--- src/rtl/rst_sequencer.sv ---
// Reset sequencer: debounced button + lock qualification, stretched then staggered per-domain release.
// Latency: lock loss to reset SYNC_STAGES+1 edges, button SYNC_STAGES+2^DEBOUNCE_BITS+1; no backpressure.
module rst_sequencer #(
    parameter int DEBOUNCE_BITS  = 16,
    parameter int NUM_LOCKS      = 2,
    parameter int NUM_DOMAINS    = 3,
    parameter int STRETCH_CYCLES = 16,
    parameter int STAGGER_CYCLES = 8,
    parameter int SYNC_STAGES    = 2
) (
    input  logic                   clk,
    input  logic                   rstN,
    input  logic                   rstRaw,
    input  logic [NUM_LOCKS-1:0]   locked,
    input  logic                   clrStatus,
    output logic [NUM_DOMAINS-1:0] domainRst,
    output logic                   allReleased,
    output logic                   lockLost,
    output logic [1:0]             state
);

    localparam int CNT_MAX = (STRETCH_CYCLES > STAGGER_CYCLES) ? STRETCH_CYCLES : STAGGER_CYCLES;
    localparam int CNT_W   = $clog2(CNT_MAX + 1);
    localparam int IDX_W   = $clog2(NUM_DOMAINS + 1);

    localparam logic [CNT_W-1:0] STRETCH_LAST = CNT_W'(STRETCH_CYCLES - 1);
    localparam logic [CNT_W-1:0] STAGGER_LAST = CNT_W'(STAGGER_CYCLES - 1);
    localparam logic [IDX_W-1:0] LAST_IDX     = IDX_W'(NUM_DOMAINS - 1);

    typedef enum logic [1:0] {
        ST_HOLD    = 2'd0,
        ST_STRETCH = 2'd1,
        ST_RELEASE = 2'd2,
        ST_RUN     = 2'd3
    } state_t;

    logic [SYNC_STAGES-1:0][NUM_LOCKS-1:0] lock_sync_q, lock_sync_d;
    logic [SYNC_STAGES-1:0]                btn_sync_q, btn_sync_d;
    logic [DEBOUNCE_BITS-1:0]              btn_cnt_q, btn_cnt_d;
    logic                                  btn_state_q, btn_state_d;
    state_t                                state_q, state_d;
    logic [CNT_W-1:0]                      cnt_q, cnt_d;
    logic [IDX_W-1:0]                      idx_q, idx_d;
    logic [NUM_DOMAINS-1:0]                dom_rst_q, dom_rst_d;
    logic                                  all_rel_q, all_rel_d;
    logic                                  lock_lost_q, lock_lost_d;

    logic all_locked;
    logic btn_sync;
    logic abort;
    logic lock_set;

    always_comb begin
        lock_sync_d    = lock_sync_q;
        lock_sync_d[0] = locked;
        for (int i = 1; i < SYNC_STAGES; i++) begin
            lock_sync_d[i] = lock_sync_q[i-1];
        end
        btn_sync_d = {btn_sync_q[SYNC_STAGES-2:0], rstRaw};
    end

    assign all_locked = &lock_sync_q[SYNC_STAGES-1];
    assign btn_sync   = btn_sync_q[SYNC_STAGES-1];

    // Symmetric debounce: the level only flips after a full counter wrap of unbroken mismatches.
    always_comb begin
        btn_cnt_d   = '0;
        btn_state_d = btn_state_q;
        if (btn_sync != btn_state_q) begin
            if (&btn_cnt_q) begin
                btn_state_d = btn_sync;
            end else begin
                btn_cnt_d = btn_cnt_q + DEBOUNCE_BITS'(1);
            end
        end
    end

    assign abort = !all_locked || btn_state_q;

    always_comb begin
        state_d   = state_q;
        cnt_d     = cnt_q;
        idx_d     = idx_q;
        dom_rst_d = dom_rst_q;
        all_rel_d = all_rel_q;
        lock_set  = 1'b0;

        case (state_q)
            ST_HOLD: begin
                dom_rst_d = '1;
                all_rel_d = 1'b0;
                cnt_d     = '0;
                idx_d     = '0;
                if (!abort) begin
                    state_d = ST_STRETCH;
                end
            end

            ST_STRETCH: begin
                if (abort) begin
                    state_d = ST_HOLD;
                    cnt_d   = '0;
                end else if (cnt_q == STRETCH_LAST) begin
                    dom_rst_d[0] = 1'b0;
                    cnt_d        = '0;
                    idx_d        = IDX_W'(1);
                    if (NUM_DOMAINS == 1) begin
                        state_d   = ST_RUN;
                        all_rel_d = 1'b1;
                    end else begin
                        state_d = ST_RELEASE;
                    end
                end else begin
                    cnt_d = cnt_q + CNT_W'(1);
                end
            end

            ST_RELEASE: begin
                if (abort) begin
                    state_d   = ST_HOLD;
                    dom_rst_d = '1;
                    all_rel_d = 1'b0;
                    cnt_d     = '0;
                    idx_d     = '0;
                    lock_set  = !all_locked;
                end else if (cnt_q == STAGGER_LAST) begin
                    cnt_d = '0;
                    for (int i = 0; i < NUM_DOMAINS; i++) begin
                        if (IDX_W'(i) == idx_q) begin
                            dom_rst_d[i] = 1'b0;
                        end
                    end
                    if (idx_q == LAST_IDX) begin
                        state_d   = ST_RUN;
                        all_rel_d = 1'b1;
                    end else begin
                        idx_d = idx_q + IDX_W'(1);
                    end
                end else begin
                    cnt_d = cnt_q + CNT_W'(1);
                end
            end

            ST_RUN: begin
                if (abort) begin
                    state_d   = ST_HOLD;
                    dom_rst_d = '1;
                    all_rel_d = 1'b0;
                    cnt_d     = '0;
                    idx_d     = '0;
                    lock_set  = !all_locked;
                end
            end

            default: begin
                state_d   = ST_HOLD;
                dom_rst_d = '1;
                all_rel_d = 1'b0;
                cnt_d     = '0;
                idx_d     = '0;
            end
        endcase
    end

    // A set wins over a simultaneous clear so a lock loss is never silently dropped.
    assign lock_lost_d = lock_set || (lock_lost_q && !clrStatus);

    always_ff @(posedge clk) begin
        if (!rstN) begin
            lock_sync_q <= '0;
            btn_sync_q  <= '0;
            btn_cnt_q   <= '0;
            btn_state_q <= 1'b0;
            state_q     <= ST_HOLD;
            cnt_q       <= '0;
            idx_q       <= '0;
            dom_rst_q   <= '1;
            all_rel_q   <= 1'b0;
            lock_lost_q <= 1'b0;
        end else begin
            lock_sync_q <= lock_sync_d;
            btn_sync_q  <= btn_sync_d;
            btn_cnt_q   <= btn_cnt_d;
            btn_state_q <= btn_state_d;
            state_q     <= state_d;
            cnt_q       <= cnt_d;
            idx_q       <= idx_d;
            dom_rst_q   <= dom_rst_d;
            all_rel_q   <= all_rel_d;
            lock_lost_q <= lock_lost_d;
        end
    end

    assign domainRst   = dom_rst_q;
    assign allReleased = all_rel_q;
    assign lockLost    = lock_lost_q;
    assign state       = state_q;

endmodule

--- config.mk ---
export PLATFORM = sky130hd
export DESIGN_NAME = rst_sequencer
export DESIGN_NICKNAME = d
export VERILOG_FILES = /design/src/rtl/rst_sequencer.sv
export SDC_FILE = /design/constraint.sdc
export NUM_CORES = 1
export LEC_CHECK = 0
export BUFFER_PORTS_ARGS = -buffer_cell sky130_fd_sc_hd__buf_2
export CORE_MARGIN = 2
export CORE_UTILIZATION = 25
export CTS_CLUSTER_SIZE = 40
export DETAILED_ROUTE_END_ITERATION = 8
export SYNTH_ARGS = -nofsm -noshare
export SYNTH_HDL_FRONTEND = slang
export SYNTH_SLANG_ARGS = --single-unit
--- constraint.sdc ---
create_clock -name clk -period 4.5 [get_ports clk]
set_input_delay 0.9 -clock clk [delete_from_list [all_inputs] [get_ports clk]]
set_output_delay 0.9 -clock clk [all_outputs]
set_load 0.05 [all_outputs]
After elaboration in Yosys (flattened, before gate mapping) --
Index checks and enable logic that the tools add are counted.
Cells by class: order comparisons 0, div/mod/pow operators 0, multiply operators 0, reduce and logical (&&, ||, !) cells 19, multiplexer cells 37, shift operators 0, equal/unequal tests 20, bitwise gates (word level) 2, $add $sub $neg 3
Operators with widths (count):
- 2-to-1 mux 5 bit | 5
- 2-to-1 mux 2 bit | 12
- != test 3 bit (second input constant) | 7
- case mux 5 bit (4 select lines) | 1
- AND reduction 17 bit | 1
- adder 16 x 1 -> 16 bit (second input constant) | 1
- case mux 2 bit (4 select lines) | 2
- AND reduction 16 bit | 1
- AND reduction 5 bit | 3
- AND reduction 4 bit | 3
- 2-to-1 mux 1 bit | 11
- 2-to-1 mux 3 bit | 3
- != test 2 bit (second input constant) | 4
- equality test 2 bit (second input constant) | 3
- case mux 2 bit (3 select lines) | 1
- adder 5 x 1 -> 5 bit (second input constant) | 1
- equality test 5 x 3 -> 1 bit (second input constant) | 1
- equality test 5 x 4 -> 1 bit (second input constant) | 1
- logical NOT 2 bit | 2
- case mux 1 bit (4 select lines) | 1
- case mux 1 bit (3 select lines) | 1
- nonzero test 3 bit | 1
- OR reduction 3 bit | 1
- adder 2 x 1 -> 2 bit (second input constant) | 1
- other kinds (10) | 13
Storage, ports and cells: bits in latches 0, memories 0, logic and storage cells 94, register bits 37, input bits 6, output and inout bits 7, ROM bits 0, RAM bits 0

Longest topological paths before layout --
Gate-level depths: netlist of the first run.
depth after elaboration 6, mapped depth 8, mapped depth without buffers 8

Worst setup path after synthesis of the first run --
Ideal clock, no wire load.
path kind register to register, from reg state_q[1], in the netlist state[1], to reg idx_q[1], slack 2.573 ns, data arrival time 1.811 ns, library setup time 0.116 ns, buffers on the path 1, period minus slack after synthesis 1.927 ns, stages on the path, launching flop included 7, path through dfxtp_1 -> ha_1 -> and4b_1 -> buf_2 -> a21oi_2 -> and3_1 -> a31o_2
Between the ends: cells in the longest elaborated chain, start to end 3, elaborated cells on any way between the ends 11, classes of those cells eq/ne (8); mux (1); reduce/logical (2)
Ends and longest elaborated chain:
- from (decl) | line 41 | state_t state_q, state_d;
- from (signal assigned) | line 185 | state_q <= state_d;
- equality test 2 bit or equality test 2 x 1 -> 1 bit (tied branches) | line 88 | case (state_q)
- != test 3 bit (no source line) or != test 2 bit (tied branches)
- AND reduction 5 bit (no source line)
- to (signal assigned) | line 187 | idx_q <= idx_d;
- to (decl) | line 43 | logic [IDX_W-1:0] idx_q, idx_d;
Parallel ways exist; a longest one is shown, timed or not. A chain may end at the register's enable or synchronous reset.

Worst setup path after layout of the first run --
from reg btn_cnt_q[0], to reg btn_cnt_q[15]
Between the ends: cells in the longest elaborated chain, start to end 2, elaborated cells on any way between the ends 3, classes of those cells add/sub (1); reduce/logical (2)
Ends and longest elaborated chain:
- from (decl) | line 39 | logic [DEBOUNCE_BITS-1:0] btn_cnt_q, btn_cnt_d;
- from (signal assigned) | line 183 | btn_cnt_q <= btn_cnt_d;
- parallel branches: the longest is 2 deep, another holds adder 16 x 1 -> 16 bit
Parallel ways; which one is timed is not known.

==> flow_summary.json, run 1 <==
{
  "status": "complete, no violations",
  "crit_slowest_cell": "o21bai_1",
  "tritoncts": "done",
  "critPathKind": "reg -> reg",
  "design_area_mm2": 0.00209,
  "first_pass_iters": 4,
  "async_flop_share_pct": 0,
  "critPathMaxStageDelay_ns": 0.70,
  "die_area_mm2": 0.00793,
  "ir_worst_vdd_uv": 126,
  "syn_area_per_cell_um2": 9.18,
  "routed-via-count": 1408,
  "yosysWarnings": 0,
  "synth_area_leaders": "dfxtp_1 (41%), ha_1 (7.6%), nor2_1 (4.8%), nand2_1 (3.5%), xnor2_1 (3.4%)",
  "cp.arrival_ns": 2.06,
  "io_buffer_count": 12,
  "cts.sinks": 37,
  "wire_per_inst_um": 11.1,
  "synthDistinctLibCells": 46,
  "ys.flop_type": "dfxtp_1",
  "fmax_mhz": 522,
  "crit_required_ns": 4.65,
  "slew_viol_final": 0,
  "rows": 31,
  "skew_ns": 0.00809,
  "dp_cells": 304,
  "dieHeight_um": 89.1,
  "crit_chain": "ha_1, and4_4, nand3_4, o21bai_1, nor2_1",
  "synthToLayoutAreaGrowth_pct": 15.8,
  "path_buf_inv": 0,
  "start_util_pct": 25.4,
  "grt_pass1_vias": 1379,
  "cts_root_buf": "clkbuf_8",
  "finalHoldViolCount": 0,
  "critPathTopFamily": "compound AO/OA/AOI/OAI gates",
  "syn_inst": 197,
  "ctsHoldBuffers": 0,
  "clk_latency_ns": 0.29,
  "synth_seq_area_share_pct": 40.9,
  "vias_per_cell": 4.51,
  "final_util_pct": 29.3,
  "antenna_found_initial": 0,
  "cts_max_path_buffers": 2,
  "gr-total-overflow": 0,
  "synth-edff-count": 0,
  "dr.first_iter.drc_count": 72,
  "grt_use_total_pct": 9.49,
  "yosys.area.top_type": "dfxtp_1",
  "worstMarginPinSlew_ns": 0.838,
  "diodes": 0,
  "timing.hold.ws_ns": 0.426,
  "io_pins": 13,
  "cts_setup_buffers": 0,
  "clk_pin_slew_ns": 0.08,
  "cts_buffers": 5,
  "critPathLaunchType": "register",
  "min_period_ns": 1.92,
  "maxCapViolations": 0,
  "drc": 0,
  "chipWidth_um": 89.1,
  "dpl.hpwl_um": 2440,
  "n_fill_cell": 778,
  "fin_total_pwr_uw": 646,
  "final_cell_mix": "dfxtp_1 (37), nor2_1 (23), nand2_1 (17)",
  "period_share_pct": 42.6,
  "fin_nets": 229,
  "rsz0062_at_grt": "no",
  "endpoint_kind": "register",
  "seqCellArea_um2": 741,
  "routed_wl_um": 3460,
  "final_common_cell": "dfxtp_1",
  "power_density_mw_per_mm2": 309,
  "relSlewSlack_pct": 44.0,
  "final-setup-viol-count": 0,
  "ys_ff_latch": 37,
  "cts-resized-gates": 0,
  "grt_pass1_wl_um": 5960,
  "setup-tns-final_ns": 0,
  "instances_no_fill": 312,
  "worst_slack_ns": 2.58,
  "pre_cts_slack_ns": 2.42,
  "min_path_type": "reg -> reg",
  "synth.net_count": 214,
  "multi_input_area_mm2": 0.00102,
  "drive_gt1_share_pct": 13.1,
  "grt_max_degree": 19,
  "synth.top_cell.area_share_pct": 40.9,
  "ant_nets": 0,
  "postPlaceCellArea_mm2": 0.00197,
  "p_leak_nw": 0.733,
  "fp.coreArea_mm2": 0.00714,
  "cp_max_fo": 12,
  "globalplace.congestion": 0.754,
  "h-tree-depth": 2,
  "syn_area_mm2": 0.00181
}
power breakdown:
part / internal (mW) / switching, mW
clock network: 0.180 / 0.123
registers: 0.330 / 0.00184
logic: 0.00448 / 0.00715
layout make-up:
| cell class | count | share of cell area (%) |
|---|---|---|
| well taps | 99 | 5.91 |
| multi-input cells | 147 | 48.5 |
| clock inverters | 2 | 1.79 |
| inverters | 9 | 1.61 |
| flip-flops and latches | 37 | 35.4 |
| repair buffers | 12 | 2.87 |
| clock buffers | 6 | 3.94 |
flip-flops by register name (all words and copies together) (netlist names):
name	flops
btn_state_q	1
idx_q	2
btn_cnt_q	16
cnt_q	5
lockLost	1
domainRst	3
lock_sync_q	2
allReleased	1
btn_sync_q	2
state	2
lock_sync_d	2
routing by layer:
metal	up-vias	wire length, µm	track usage [%]
met5	-	0	0
met4	0	27	3.80
met3	4	144	3.05
met2	18	1620	15.6
met1	660	1670	11.5
li1	726	-	-
Yosys cell counts, drive strengths merged, types with 4 or more instances:
cell type / count
a21o: 5
a21oi: 8
and2: 6
dfxtp: 37
ha: 11
inv: 9
nand2: 18
nand3: 11
nand4: 6
nand4b: 4
nor2: 23
nor3: 4
xnor2: 7
xor2: 7
worst reg2reg max path, delay by kind of cell, from the launching register on:
kind | cells | cell delay, ns
adders and majority gates | 1 | 0.22
DFF | 1 | 0.37
and+or+nand+nor | 3 | 0.49
AOI/OAI and AO/OA | 1 | 0.70
path summary, 6_finish.rpt:
kind,from,to,slack [ns],depth (start not counted)
max,btn_cnt_q[0],btn_cnt_q[15],2.58,5
max reg2reg,btn_cnt_q[0],btn_cnt_q[15],2.58,5
min,lock_sync_d[2],lock_sync_q[2],0.43,1
min reg2reg,lock_sync_d[2],lock_sync_q[2],0.43,1
kinds of logic (layout without fill, tap and decap cells):
logic type / after synthesis / count (layout) / share of synthesized area [%]
flip-flops: 37 / 37 / 40.9
buffers and inverters: 13 / 29 / 2.90
multiplexers: 2 / 2 / 1.11
adder cells (fa/ha/maj): 11 / 11 / 7.61
AO/OA/AOI/OAI: 28 / 28 / 12.0
XOR/XNOR: 14 / 14 / 6.78
AND/OR/NAND/NOR: 92 / 92 / 28.6
Note: power is estimated with default switching activity, not from simulation.
==> inputs of run 2 (changes only) <==
==> constraint.sdc (replaced) <==
create_clock -name clk -period 1.58 [get_ports clk]
set_input_delay 0.316 -clock clk [delete_from_list [all_inputs] [get_ports clk]]
set_output_delay 0.316 -clock clk [all_outputs]
set_load 0.05 [all_outputs]
==> flow_summary.json, run 2 (same netlist as run 1, synthesis figures left out) <==
{
  "status": "finished with violations",
  "violations": "negative setup slack",
  "dr.first_iter.drc_count": 49,
  "h-tree-depth": 2,
  "p_comb_share_pct": 2.5,
  "maxCapViolations": 0,
  "chipWidth_um": 89.1,
  "fin_total_pwr_mw": 1.66,
  "cts_max_path_buffers": 2,
  "worstMarginPinSlew_ns": 0.330,
  "endpoint_kind": "register",
  "n_fill_cell": 778,
  "clk_pin_slew_ns": 0.07,
  "setup-tns-final_ns": -0.0167,
  "pwr-share-seq_pct": 56.7,
  "wire_per_inst_um": 11.3,
  "die_area_mm2": 0.00793,
  "synthToLayoutAreaGrowth_pct": 28.4,
  "slew_viol_final": 0,
  "grt_max_degree": 13,
  "timing.hold.ws_ns": 0.225,
  "worst_slack_ns": -0.0113,
  "globalplace.congestion": 0.826,
  "gr-total-overflow": 0,
  "diodes": 0,
  "drive_gt1_share_pct": 28.5,
  "critPathMaxStageDelay_ns": 0.34,
  "relSlewSlack_pct": 77.8,
  "min_path_type": "in -> reg",
  "grt_pass1_wl_um": 6420,
  "start_util_pct": 25.4,
  "finalHoldViolCount": 0,
  "io_buffer_count": 12,
  "path_buf_inv": 2,
  "top_register": "btn_cnt_q",
  "antenna_found_initial": 0,
  "ir_worst_vdd_uv": 439,
  "period_share_pct": 101,
  "skew_ns": 0.00763,
  "vias_per_cell": 4.46,
  "dpl.hpwl_um": 2760,
  "largest_reg_flops": 16,
  "cts.sinks": 37,
  "final_cell_mix": "dfxtp_1 (32), nor2_1 (23), buf_4 (22)",
  "routed_wl_um": 3770,
  "dieHeight_um": 89.1,
  "critPathTopFamily": "simple AND/OR/NAND/NOR gates",
  "final_common_cell": "dfxtp_1",
  "first_pass_iters": 4,
  "crit_slowest_cell": "dfxtp_2",
  "cp.arrival_ns": 1.78,
  "io_pins": 13,
  "critPathLaunchType": "register",
  "fmax_mhz": 628,
  "p_clk_share_pct": 40.8,
  "final-setup-viol-count": 2,
  "cts_root_buf": "clkbuf_8",
  "crit_path_frequent_cell": "ha_4",
  "cp_max_fo": 4,
  "power_density_mw_per_mm2": 717,
  "fp.coreArea_mm2": 0.00714,
  "p_leak_nw": 0.864,
  "min_period_ns": 1.59,
  "rsz0062_at_grt": "yes",
  "crit_chain": "ha_4, nand3_2, inv_2, ha_4, nand4b_1, a21oi_2, buf_4, and3_1, a31o_2",
  "crit_required_ns": 1.77,
  "p_sw_share_pct": 21.8,
  "ant_nets": 0,
  "drc": 0,
  "rows": 31,
  "clk_latency_ns": 0.30,
  "cts_buffers": 5,
  "grt_pass1_vias": 1462,
  "switching_power_uw": 362,
  "routed-via-count": 1491,
  "grt_use_total_pct": 10.4,
  "fin_nets": 252,
  "internal_power_mw": 1.30,
  "tritoncts": "done",
  "critPathKind": "reg -> reg"
}
run 2: cell type report:
type | instances | area [µm²] | area share [%]
clock buffers | 6 | 82.6 | 3.56
clock inverters | 1 | 6.26 | 0.269
inverters | 9 | 33.8 | 1.45
multi-input cells | 147 | 1090 | 46.8
flip-flops and latches | 37 | 752 | 32.4
well taps | 99 | 124 | 5.33
repair buffers | 35 | 236 | 10.2
run 2: worst register-to-register path: stages (launching register included):
cell and delay (ns):
dfxtp_2 0.34, ha_4 0.17, nand3_2 0.09, inv_2 0.05
ha_4 0.17, nand4b_1 0.11, a21oi_2 0.08, buf_4 0.14
and3_1 0.15, a31o_2 0.20
run 2: stage by stage:
step | setup slack (ns) | area [µm²] | cells | util (%)
after CTS | 0.00597 | 2300 | 334 | 32.3
after global placement | -0.0647 | 2140 | 324 | 30.0
after global routing | -0.0923 | 2320 | 334 | 32.5
after detailed placement | -0.129 | 2140 | 324 | 30.0
after floorplan | -0.00580 | 1830 | 197 | -
final | -0.0113 | 2320 | 334 | 32.5
run 2: power by group through the flow:
stage               Combinational (mW)  Clock, mW  Sequential (mW)
floorplan                       0.0224          0            0.965
global placement                0.0410          0            0.964
detailed placement              0.0410          0            0.965
CTS                             0.0422      0.712            0.942
global route                    0.0471      0.737            0.944
finish                          0.0423      0.679            0.943
run 2: path summary, 6_finish.rpt:
check / start / to / slack [ns] / cells past startpoint
hold reg to reg: lock_sync_d[3] / lock_sync_q[3] / 0.43 / 1
setup / recovery: cnt_q[0] / idx_q[1] / -0.01 / 9
setup reg to reg: cnt_q[0] / idx_q[1] / -0.01 / 9
hold / removal: locked[1] / lock_sync_d[3] / 0.22 / 2
run 2: timing repair:
action	4_1_cts	5_1_grt
hold buffers	0	0
pin swaps	4	1
gates resized for setup	12	4
setup endpoints to repair	7	7
setup buffers	3	0
run 2: layer usage:
| layer | routed length [µm] | share of wire, % | vias up | global-route usage [%] |
|---|---|---|---|---|
| met5 | 0 | 0 | - | 0 |
| met4 | 92 | 2.4 | 0 | 5.97 |
| met3 | 148 | 3.9 | 8 | 2.59 |
| met2 | 1770 | 47 | 14 | 16.8 |
| met1 | 1760 | 47 | 698 | 12.7 |
| li1 | - | - | 771 | - |
==> inputs of run 3 (changes only) <==
--- a/config.mk
+++ b/config.mk
@@ -5,6 +5,7 @@
 export SDC_FILE = /design/constraint.sdc
 export NUM_CORES = 1
 export LEC_CHECK = 0
+export ABC_AREA = 1
 export BUFFER_PORTS_ARGS = -buffer_cell sky130_fd_sc_hd__buf_2
 export CORE_MARGIN = 2
 export CORE_UTILIZATION = 25
==> flow_summary.json, run 3 <==
{
  "hp-start": "locked[1]",
  "ant_nets": 0,
  "io_pins": 13,
  "gr-total-overflow": 0,
  "synth-edff-count": 0,
  "final-setup-viol-count": 0,
  "skew_ns": 0.0102,
  "fp.coreArea_mm2": 0.00765,
  "clk_pin_slew_ns": 0.08,
  "syn_inst": 275,
  "drc": 0,
  "cp_max_fo": 3,
  "slew_viol_final": 0,
  "globalplace.congestion": 0.839,
  "async_flop_share_pct": 0,
  "dr.first_iter.drc_count": 48,
  "fin_total_pwr_mw": 2.71,
  "maxCapViolations": 0,
  "routed-via-count": 1683,
  "worstMarginPinSlew_ns": 0.397,
  "timing.hold.ws_ns": 0.196,
  "ff2ff_path_depth": 10,
  "wire_per_inst_um": 9.61,
  "dp_cells": 392,
  "critPathLaunchType": "register",
  "whs_endpoint": "lock_sync_d[3]",
  "p_comb_share_pct": 29.0,
  "ys_ff_latch": 37,
  "syn_area_mm2": 0.00196,
  "r2r_end": "idx_q[1]",
  "grt_pass1_vias": 1503,
  "io_buffer_count": 12,
  "pwr-share-seq_pct": 39.0,
  "synth.top_cell.area_share_pct": 37.8,
  "rr_startpoint": "cnt_q[0]",
  "switching_power_uw": 944,
  "chipWidth_um": 92.5,
  "p_clk_share_pct": 32.0,
  "start_util_pct": 25.6,
  "clk_latency_ns": 0.29,
  "synth_common_cells": "nand2_1 (75), inv_1 (48), dfxtp_1 (37), nor2_1 (20), nand3_1 (19)",
  "fin_nets": 316,
  "synth_area_leaders": "dfxtp_1 (38%), nand2_1 (14%), inv_1 (9.2%), ha_1 (7.0%), nand3_1 (4.9%)",
  "synthToLayoutAreaGrowth_pct": 20.2,
  "first_pass_iters": 4,
  "p_leak_nw": 0.985,
  "final_common_cell": "nand2_1",
  "rows": 32,
  "cts_max_path_buffers": 2,
  "period_share_pct": 93.3,
  "yosysWarnings": 0,
  "ir_worst_vdd_uv": 453,
  "min_period_ns": 1.47,
  "h-tree-depth": 2,
  "grt_use_total_pct": 9.51,
  "antenna_found_initial": 0,
  "cts_buffers": 5,
  "syn_area_per_cell_um2": 7.13,
  "drive_gt1_share_pct": 21.7,
  "instances_no_fill": 402,
  "final_cell_mix": "nand2_1 (71), inv_1 (48), dfxtp_1 (33)",
  "min_path_type": "in -> reg",
  "synth.net_count": 292,
  "status": "complete, no violations",
  "yosys.area.top_type": "dfxtp_1",
  "final_util_pct": 30.8,
  "vias_per_cell": 4.19,
  "largest_reg_flops": 16,
  "internal_power_mw": 1.76,
  "critPathKind": "reg -> reg",
  "power_density_mw_per_mm2": 1150,
  "relSlewSlack_pct": 73.3,
  "dieHeight_um": 92.5,
  "fmax_mhz": 679,
  "worst_slack_ns": 0.106,
  "cp.arrival_ns": 1.68,
  "hold_path_depth": 3,
  "grt_pass1_wl_um": 6580,
  "cts_root_buf": "clkbuf_8",
  "ys.flop_type": "dfxtp_1",
  "finalHoldViolCount": 0,
  "endpoint_kind": "register",
  "synthDistinctLibCells": 27,
  "dpl.hpwl_um": 2840,
  "top_register": "btn_cnt_q",
  "yosysMostFrequentCell": "nand2_1",
  "rrSetupSlack_ns": 0.11,
  "pre_cts_slack_ns": 0.0612,
  "ctsHoldBuffers": 0,
  "synth_seq_area_share_pct": 37.8,
  "routed_wl_um": 3860,
  "diodes": 0,
  "crit_required_ns": 1.78,
  "tritoncts": "done",
  "p_sw_share_pct": 34.9,
  "die_area_mm2": 0.00856,
  "cts.sinks": 37,
  "grt_max_degree": 13
}
-- run 3: changes by cell type in the layout (fill, tap and decap cells not counted), sizes merged, moves of 4 or more --
cell,previous run,this run
a21o,5,0
a21oi,8,14
and2,6,0
buf,35,19
inv,10,50
nand2,18,79
nand3,11,21
nand4b,4,0
nor2,23,31
xnor2,7,3
-- run 3: kinds of logic after synthesis --
| family | Yosys count | synth area share [%] |
|---|---|---|
| simple gates | 146 | 34.7 |
| flops | 37 | 37.8 |
| compound gates | 22 | 6.58 |
| buf+inv | 52 | 10.8 |
| xor+xnor | 7 | 3.13 |
| fa+ha+maj | 11 | 7.02 |
-- run 3: how the worst max path moves through the flow --
| stage | startpoint | to | slack [ns] | cells after the start |
|---|---|---|---|---|
| global route | cnt_q[0] | idx_q[0] | -0.05 | 10 |
| finish | cnt_q[0] | idx_q[1] | 0.11 | 10 |
| floorplan | state[1] | idx_q[0] | 0.10 | 8 |
| global placement | btn_cnt_q[0] | btn_cnt_q[3] | 0.1 | 8 |
| CTS | cnt_q[0] | cnt_q[1] | 0.03 | 9 |
| detailed placement | cnt_q[0] | state[0] | 0.06 | 9 |
-- run 3: timing repair --
| item | 4_1_cts | 5_1_grt |
|---|---|---|
| endpoints found under the setup margin | 0 | 22 |
| gates resized for setup | 0 | 15 |
| buffers inserted | 0 | 2 |
-- run 3: critical path, stage by stage, from the launching register on --
cell	delay, ns
dfxtp_2	0.34
ha_2	0.18
nand2_2	0.09
nor2_4	0.13
ha_4	0.16
nand3_1	0.09
nand2_2	0.12
buf_4	0.11
nand4_1	0.06
nand2_1	0.07
nor2_1	0.03
-- run 3: metal layers --
metal | up-vias | global-route usage (%) | share of wire [%]
met5 | - | 0 | 0
met4 | 0 | 4.48 | 2.0
met3 | 6 | 1.95 | 1.9
met2 | 15 | 15.1 | 47
met1 | 764 | 12.3 | 49
li1 | 898 | - | -
-- run 3: metrics by stage --
stage	instance area, µm²	TNS [ns]
finish	2350	0
global route	2350	-0.137
CTS	2280	0
detailed placement	2160	0
global placement	2160	0
floorplan	1960	0
-- run 3: cell type report --
cell class	count	area (µm²)
sequential	37	746
inverter	50	188
fill	841	5290
multi-input combinational	186	1060
tap	102	128
clock inverter	2	37.5
timing repair buffer	19	113
clock buffer	6	82.6
-- run 3: power groups by stage --
stage          registers [mW]  clock network (mW)  logic (mW)
6_report                 1.06               0.867       0.784
3_5_place_dp             1.08                   0       0.745
5_1_grt                  1.07               0.924       0.879
4_1_cts                  1.06               0.882       0.748
3_3_place_gp             1.08                   0       0.751
2_1_floorplan            1.24                   0       0.423
